## src/rtl/bootstrap_pkg.sv

```systemverilog
// ============================================================================
// Module      : bootstrap_pkg
// Description : Shared widths and state encodings for the control-store
//               bootstrap loader and its write-strobe sequencer.
// Revision    : 1.0 - initial release
// ============================================================================
`default_nettype none

package bootstrap_pkg;

   localparam int BOOT_DATA_WIDTH = 8;
   localparam int BOOT_ADDR_WIDTH = 12;

   // Top-level loader states. LD_WRITE covers the SETUP/STROBE/HOLD phases,
   // which are sequenced by boot_write_strobe.
   localparam logic [2:0] LD_INIT_ENC  = 3'd0;
   localparam logic [2:0] LD_WAIT_ENC  = 3'd1;
   localparam logic [2:0] LD_WRITE_ENC = 3'd2;
   localparam logic [2:0] LD_CHECK_ENC = 3'd3;
   localparam logic [2:0] LD_DONE_ENC  = 3'd4;
   localparam logic [2:0] LD_ERROR_ENC = 3'd5;

   typedef enum logic [2:0] {
      LD_INIT  = LD_INIT_ENC,
      LD_WAIT  = LD_WAIT_ENC,
      LD_WRITE = LD_WRITE_ENC,
      LD_CHECK = LD_CHECK_ENC,
      LD_DONE  = LD_DONE_ENC,
      LD_ERROR = LD_ERROR_ENC
   } loader_state_t;

   // Write-strobe sequencer states.
   localparam logic [1:0] WS_IDLE_ENC   = 2'd0;
   localparam logic [1:0] WS_SETUP_ENC  = 2'd1;
   localparam logic [1:0] WS_STROBE_ENC = 2'd2;
   localparam logic [1:0] WS_HOLD_ENC   = 2'd3;

   typedef enum logic [1:0] {
      WS_IDLE   = WS_IDLE_ENC,
      WS_SETUP  = WS_SETUP_ENC,
      WS_STROBE = WS_STROBE_ENC,
      WS_HOLD   = WS_HOLD_ENC
   } strobe_state_t;

endpackage

`default_nettype wire

```

## src/rtl/boot_write_strobe.sv

```systemverilog
// ============================================================================
// Module      : boot_write_strobe
// Description : Three-phase asynchronous SRAM write sequencer. A start pulse
//               runs SETUP (we high), STROBE (we low), HOLD (we high); o_done
//               pulses during HOLD. The caller holds address/data stable.
// Revision    : 1.0 - initial release
// ============================================================================
`default_nettype none

module boot_write_strobe
   import bootstrap_pkg::*;
(
   input  logic clk,
   input  logic rst,
   input  logic i_start,
   output logic o_done,
   output logic o_n_we
);

   strobe_state_t state_q;
   strobe_state_t state_d;

   // State register; async reset drops any strobe in progress immediately.
   always_ff @(posedge clk or posedge rst) begin
      if (rst) begin
         state_q <= WS_IDLE;
      end else begin
         state_q <= state_d;
      end
   end

   // Next-state logic: one cycle per phase.
   always_comb begin
      state_d = state_q;
      case (state_q)
         WS_IDLE:   if (i_start) state_d = WS_SETUP;
         WS_SETUP:  state_d = WS_STROBE;
         WS_STROBE: state_d = WS_HOLD;
         WS_HOLD:   state_d = WS_IDLE;
         default:   state_d = WS_IDLE;
      endcase
   end

   // Outputs are decoded from the state register only.
   assign o_n_we = (state_q != WS_STROBE);
   assign o_done = (state_q == WS_HOLD);

endmodule

`default_nettype wire

```

## src/rtl/bootstrap_loader.sv

```systemverilog
// ============================================================================
// Module      : bootstrap_loader
// Description : Loads COUNT bytes from a valid/ready stream into consecutive
//               control-store addresses, then drops N_BOOTED.
//               Optional feature macro: BOOTSTRAP_CHECKSUM_EN (trailing
//               checksum byte, mod-256 sum must be zero, else ERROR).
// Revision    : 1.0 - initial release
// ============================================================================
`default_nettype none

module bootstrap_loader
   import bootstrap_pkg::*;
#(
   parameter int ADDR_WIDTH = BOOT_ADDR_WIDTH,
   parameter int COUNT      = 4096
)(
   input  logic                       CLK,
   input  logic                       RST,
   input  logic [BOOT_DATA_WIDTH-1:0] IN_DATA,
   input  logic                       IN_VALID,
   output logic                       IN_READY,
   output logic [ADDR_WIDTH-1:0]      BOOTSTRAP_ADDR,
   output logic [BOOT_DATA_WIDTH-1:0] BOOTSTRAP_DATA,
   output logic                       BOOTSTRAP_N_WE,
   output logic                       N_BOOTED,
   output logic                       BOOT_ERROR
);

   localparam logic [ADDR_WIDTH-1:0] c_last_addr = ADDR_WIDTH'(COUNT - 1);

   loader_state_t                state_q;
   loader_state_t                state_d;
   logic [ADDR_WIDTH-1:0]        addr_q;
   logic [ADDR_WIDTH-1:0]        addr_d;
   logic [BOOT_DATA_WIDTH-1:0]   data_q;
   logic [BOOT_DATA_WIDTH-1:0]   data_d;
   logic                         w_accept;
   logic                         w_wr_done;

   assign w_accept = (state_q == LD_WAIT) && IN_VALID;

   boot_write_strobe u_strobe (
      .clk     (CLK),
      .rst     (RST),
      .i_start (w_accept),
      .o_done  (w_wr_done),
      .o_n_we  (BOOTSTRAP_N_WE)
   );

`ifdef BOOTSTRAP_CHECKSUM_EN
   logic [BOOT_DATA_WIDTH-1:0]   sum_q;
   logic [BOOT_DATA_WIDTH-1:0]   sum_d;
   logic [BOOT_DATA_WIDTH-1:0]   w_check_sum;

   assign w_check_sum = sum_q + IN_DATA;

   // Running mod-256 sum of every accepted data byte.
   always_comb begin
      sum_d = sum_q;
      if (w_accept) sum_d = sum_q + IN_DATA;
   end

   // Checksum accumulator register.
   always_ff @(posedge CLK or posedge RST) begin
      if (RST) sum_q <= '0;
      else     sum_q <= sum_d;
   end
`endif

   // State, address and data registers.
   always_ff @(posedge CLK or posedge RST) begin
      if (RST) begin
         state_q <= LD_INIT;
         addr_q  <= '0;
         data_q  <= '0;
      end else begin
         state_q <= state_d;
         addr_q  <= addr_d;
         data_q  <= data_d;
      end
   end

   // Next-state logic: accept, write, advance address or finish.
   always_comb begin
      state_d = state_q;
      addr_d  = addr_q;
      data_d  = data_q;
      case (state_q)
         LD_INIT: state_d = LD_WAIT;
         LD_WAIT: begin
            if (IN_VALID) begin
               data_d  = IN_DATA;
               state_d = LD_WRITE;
            end
         end
         LD_WRITE: begin
            if (w_wr_done) begin
               if (addr_q == c_last_addr) begin
`ifdef BOOTSTRAP_CHECKSUM_EN
                  state_d = LD_CHECK;
`else
                  state_d = LD_DONE;
`endif
               end else begin
                  addr_d  = addr_q + ADDR_WIDTH'(1);
                  state_d = LD_WAIT;
               end
            end
         end
`ifdef BOOTSTRAP_CHECKSUM_EN
         LD_CHECK: begin
            // The checksum byte is consumed here but never written out.
            if (IN_VALID) begin
               state_d = (w_check_sum == '0) ? LD_DONE : LD_ERROR;
            end
         end
`endif
         default: state_d = state_q;
      endcase
   end

   assign BOOTSTRAP_ADDR = addr_q;
   assign BOOTSTRAP_DATA = data_q;
   assign N_BOOTED       = (state_q != LD_DONE);
`ifdef BOOTSTRAP_CHECKSUM_EN
   assign IN_READY       = (state_q == LD_WAIT) || (state_q == LD_CHECK);
   assign BOOT_ERROR     = (state_q == LD_ERROR);
`else
   assign IN_READY       = (state_q == LD_WAIT);
   assign BOOT_ERROR     = 1'b0;
`endif

endmodule

`default_nettype wire
```

## config.mk

```make
export PLATFORM = sky130hd
export DESIGN_NAME = bootstrap_loader
export DESIGN_NICKNAME = d
export VERILOG_FILES = /design/src/rtl/bootstrap_pkg.sv /design/src/rtl/boot_write_strobe.sv /design/src/rtl/bootstrap_loader.sv
export SDC_FILE = /design/constraint.sdc
export NUM_CORES = 1
export LEC_CHECK = 0
export BUFFER_PORTS_ARGS = -buffer_cell sky130_fd_sc_hd__buf_2
export CORE_UTILIZATION = 47
export CTS_CLUSTER_DIAMETER = 30
export DETAILED_ROUTE_END_ITERATION = 12
export PLACE_DENSITY = 0.79
export SLEW_MARGIN = 30
export SYNTH_ARGS = -nofsm -noshare
export SYNTH_HDL_FRONTEND = slang
export SYNTH_SLANG_ARGS = --single-unit
```

## constraint.sdc

```tcl
create_clock -name CLK -period 2 [get_ports CLK]
set_input_delay 0.3 -clock CLK [delete_from_list [all_inputs] [get_ports CLK]]
set_output_delay 0.3 -clock CLK [all_outputs]
set_load 0.005 [all_outputs]
```

### After elaboration in Yosys (flattened, before gate mapping)

Cells that the tools add are included.

| word-level totals | value |
|---|---|
| bits in registers | 25 |
| input port bits | 11 |
| output and inout bits | 24 |
| word-level logic and storage cells | 30 |

| cells by class | value |
|---|---|
| $add $sub $neg | 1 |
| equal/unequal tests | 11 |
| muxes and demuxes | 6 |
| bitwise gates (word level) | 1 |
| reduce and logical (&&, ||, !) cells | 7 |

Operators by type and width:

| cell | count |
|---|---|
| $add A12 B1 Y12 const B | 1 |
| $eq A12 B12 Y1 const B | 1 |
| $mux W3 | 3 |
| $pmux W3 S3 | 1 |
| $pmux W2 S4 | 1 |
| $reduce_and A3 Y1 | 2 |
| $eq A2 B2 Y1 const B | 2 |
| $ne A2 B1 Y1 const B | 2 |
| $ne A2 B2 Y1 const B | 2 |
| $eq A3 B1 Y1 const B | 1 |
| $eq A3 B2 Y1 const B | 1 |
| $logic_not A3 Y1 | 1 |
| $ne A3 B3 Y1 const B | 1 |
| $reduce_bool A3 Y1 | 1 |
| $eq A2 B1 Y1 const B | 1 |
| $logic_not A2 Y1 | 1 |
| $mux W2 | 1 |
| $reduce_and A2 Y1 | 1 |
| $logic_and A1 B1 Y1 | 1 |
| $not A1 Y1 | 1 |

### Depth between registers and ports, before layout

| logic depth | value |
|---|---|
| depth in word-level cells | 4 |
| gate-level depth with buffers | 7 |
| gate-level depth less buffers | 5 |

### Cells and area by module

Synthesis repeated with hierarchy kept, for this count alone.

| unflattened totals | value |
|---|---|
| cells, all modules | 107 |
| area total of the unflattened synthesis | 1232.4 µm² |

By module, submodules not included:

| module | times used | cells an instance | area an instance (µm²) | sequential area each (µm²) |
|---|---|---|---|---|
| bootstrap_loader | 1 | 94 | 1098.6 | 575.6 |
| boot_write_strobe | 1 | 13 | 133.9 | 50.0 |

### Worst setup path after synthesis

No wires, ideal clock.

| timing path | value |
|---|---|
| path kind | reg2reg |
| start | register addr_q[0] (netlist: BOOTSTRAP_ADDR[0]) |
| end | register addr_q[8] (netlist: BOOTSTRAP_ADDR[8]) |
| setup time | 0.124 ns |
| data arrival time | 1.519 ns |
| data required time | 1.876 ns |
| setup slack | 0.357 ns |
| cell stages (with the launch flop) | 8 |
| path buffers | 2 |
| clock period less this slack | 1.643 ns |
| cells stage by stage | dfrtp_1 ha_1 and2_2 buf_2 a41oi_4 buf_6 nand4_1 xnor2_1 |

| on the way | value |
|---|---|
| cells in the longest elaborated chain, start to end | 3 |
| elaborated cells between the ends (all ways) | 4 |
| those cells by class | add/sub: 1; eq/ne: 1; bitwise: 1; reduce/logical: 1 |

Ends and longest elaborated chain:

| item | line | RTL |
|---|---|---|
| start, declared | bootstrap_loader.sv:33 | `logic [ADDR_WIDTH-1:0] addr_q;` |
| start signal, assigned | bootstrap_loader.sv:78 | `addr_q <= addr_d;` |
| parallel branches: the longest is 3 deep, another holds $add A12 B1 Y12 | -- |  |

Parallel ways; which one is timed is not known.
A chain may end at the register's enable or synchronous reset.

### Worst setup path after layout

| timing path | value |
|---|---|
| start | register addr_q[0] (netlist: BOOTSTRAP_ADDR[0]) |
| end | register addr_q[1] (netlist: BOOTSTRAP_ADDR[1]) |

Same word-level chain as after synthesis.

==> flow_summary.ini <==
[clock_tree]
clk_latency_ps = 320
htree_levels = 1
clk_path_buf_depth = 2
root_buffer = clkbuf_4
cts_tree = done
cts.sinks = 25
numCtsBuffers = 3
clk_pin_slew_ps = 130

[final_layout]
diodes = 0
fillers = 221
fin_area_um2 = 1420
postLayoutCoreUtil_pct = 57.7
drive_gt1_share_pct = 38.1
layout.nets = 151
syn2layout_area_growth_pct = 17.1
fin_cells = 164

[setup_path]
worstPathMaxFanout = 12
cp-end-kind = flip-flop
cp.required_ps = 2220
startpoint_type = flip-flop
worstSetupPathType = reg2reg
worstPathArrival_ps = 1970

[logic_synthesis]
yosysTopAreaCell = dfrtp_1
yosysTopAreaCellShare_pct = 51.7
ys_warn_count = 0
ys_types = 30
avgSynthCellArea_um2 = 12.1
syn_inst = 100
synth.yosys.seq_area_share_pct = 51.7
synthTopCellsByArea = dfrtp_1 52%, mux2_2 9.3%, xnor2_1 6.5%, ha_1 5.2%, nand4_1 2.6%
syn_nets = 116
netlist_area_um2 = 1210
ys_ff_latch = 25

[global_routing]
grt_pass1_vias = 865
grt_start_max_net_pins = 26
antenna_found_initial = 0
gr-total-overflow = 0
grt_pass1_wl_um = 3480
track_usage_pct = 17.3

[placed_design]
io_buffers = 33
dpl.cell_count = 159
hpwlAfterDp_um = 1550
gp_congestion = 0.754
place_area_um2 = 1380

[power_and_ir_drop]
p_int_mw = 1.00
totalPowerFinal_mw = 1.49
seqPwrFrac_pct = 51.2
p_clk_share_pct = 15.0
ir_drop_mv = 0.756
switchingPower_mw = 0.482
comb_power_share_pct = 33.8
p_sw_share_pct = 32.4
power_density_nw_per_um2 = 1050
power.leakage_nw = 0.678

[floorplanning]
core_um2 = 2450
ios = 35
rows = 18
die_h_um = 52.7
initial_core_util_pct = 49.3
die_x_um = 52.7
dieArea_um2 = 2780

[routing]
initialDrtViolationCount = 2
vias_per_cell = 5.13
drt-pass1-iter-count = 2
drc = 0
vias = 842
antenna_left = 0
wl_um = 2070
routedWlPerCell_um = 12.6

[sta]
fin_crit_ps = 1750
fin_setup_tns_ps = 0
hold_violations = 0
rsz0062_at_grt = false
fin_skew_ps = 3.22
max_freq_mhz = 571
slew_violations = 0
setup_viol = 0
fin_crit_sh_pct = 87.5

[run_status]
status = finished, final reports clean

[run]
maxCapViolations = 0

[worst_hold_path]
holdCritPathClass = in2reg
## power by group through the flow
stage	Combinational (mW)	Clock, mW	Sequential [mW]
after floorplan	0.314	0	0.767
final	0.502	0.223	0.761
after detailed placement	0.511	0	0.774
after global placement	0.476	0	0.760
after global routing	0.561	0.250	0.784
after CTS	0.513	0.239	0.763
## state kept, by name (all words and copies together) (netlist names)
register,flops
BOOTSTRAP_ADDR,12
u_strobe.state_q,2
BOOTSTRAP_DATA,8
state_q,3
## layer usage
metal	track usage (%)	wire length, um	vias up
li1	-	-	409
met5	0	0	-
met2	29.1	1060	28
met1	20.8	882	403
met3	2.90	97	2
met4	9.21	25	0
## worst max-delay path, stage by stage (launching register included)
cell and delay [ps]:
dfrtp_1 440, ha_1 220, and2_2 240, a41oi_4 370, mux2_2 380
## logic make-up (layout without fill, tap and decap cells)
| family | count (synthesis) | count (layout) | synth area share, % |
|---|---|---|---|
| compound gates | 7 | 7 | 4.96 |
| mux | 10 | 10 | 9.31 |
| xor+xnor | 10 | 10 | 7.24 |
| simple gates | 32 | 32 | 16.4 |
| buf+inv | 10 | 44 | 4.86 |
| flops | 25 | 25 | 51.7 |
| fa+ha+maj | 5 | 5 | 5.17 |
| other cells | 1 | 1 | 0.310 |
## cells in the final DEF, fill, tap and decap left out, types with 5 or more instances in the layout
| master | instances |
|---|---|
| buf_2 | 33 |
| dfrtp_1 | 25 |
| ha_1 | 5 |
| inv_1 | 5 |
| mux2_2 | 10 |
| nand2_1 | 6 |
| nand4_1 | 5 |
| xnor2_1 | 9 |
## stage by stage
stage	setup WS [ps]	hold WS, ps
6_report	249	200
2_1_floorplan	357	327
5_1_grt	182	187
4_1_cts	242	182
3_3_place_gp	337	357
3_5_place_dp	261	365
## area by class of cell
cell class                      instances  area, um2  share of cell area [%]
Sequential cell                        25        626                    44.2
Tap cell                               30       37.5                    2.65
Timing Repair Buffer                   35        183                    12.9
Clock buffer                            4       26.3                    1.86
Inverter                                5       18.8                    1.33
Multi-Input combinational cell         65        526                    37.1
## timing repair
item / CTS / global route
hold buffers: 1 / 0
hold endpoints to repair: 25 / 0
setup buffers: 0 / 0
gates resized for setup: 0 / 0
## final timing paths
| kind | startpoint | end | slack, ps | cells after the start |
|---|---|---|---|---|
| setup reg to reg | BOOTSTRAP_ADDR[0] | BOOTSTRAP_ADDR[1] | 250 | 4 |
| min in group asynchronous | RST | BOOTSTRAP_DATA[5] | 560 | 4 |
| max in group asynchronous | RST | BOOTSTRAP_ADDR[2] | 1200 | 4 |
| setup / recovery | BOOTSTRAP_ADDR[0] | BOOTSTRAP_ADDR[1] | 250 | 4 |
| hold reg to reg | BOOTSTRAP_ADDR[6] | BOOTSTRAP_ADDR[6] | 510 | 1 |
| hold / removal | IN_DATA[5] | BOOTSTRAP_DATA[5] | 200 | 2 |
## cells in the mapped netlist
cell,count
nor2b_1,1
buf_6,2
xor2_1,1
and3_2,1
buf_4,1
o21bai_1,1
inv_1,5
ha_1,5
nand4_1,5
nand4bb_1,1
buf_2,2
and2_1,1
dfrtp_1,25
nor3_1,2
o21ai_0,3
and4bb_2,1
nand3b_1,1
xnor2_1,9
and3_1,1
mux2_2,10
nor2_1,1
nand2b_1,3
nand3_1,3
a41oi_4,1
a21oi_1,2
nor3b_1,2
conb_1,1
and2_2,1
and4_1,2
nand2_1,6
No activity file was read; power rests on OpenSTA's default activity.
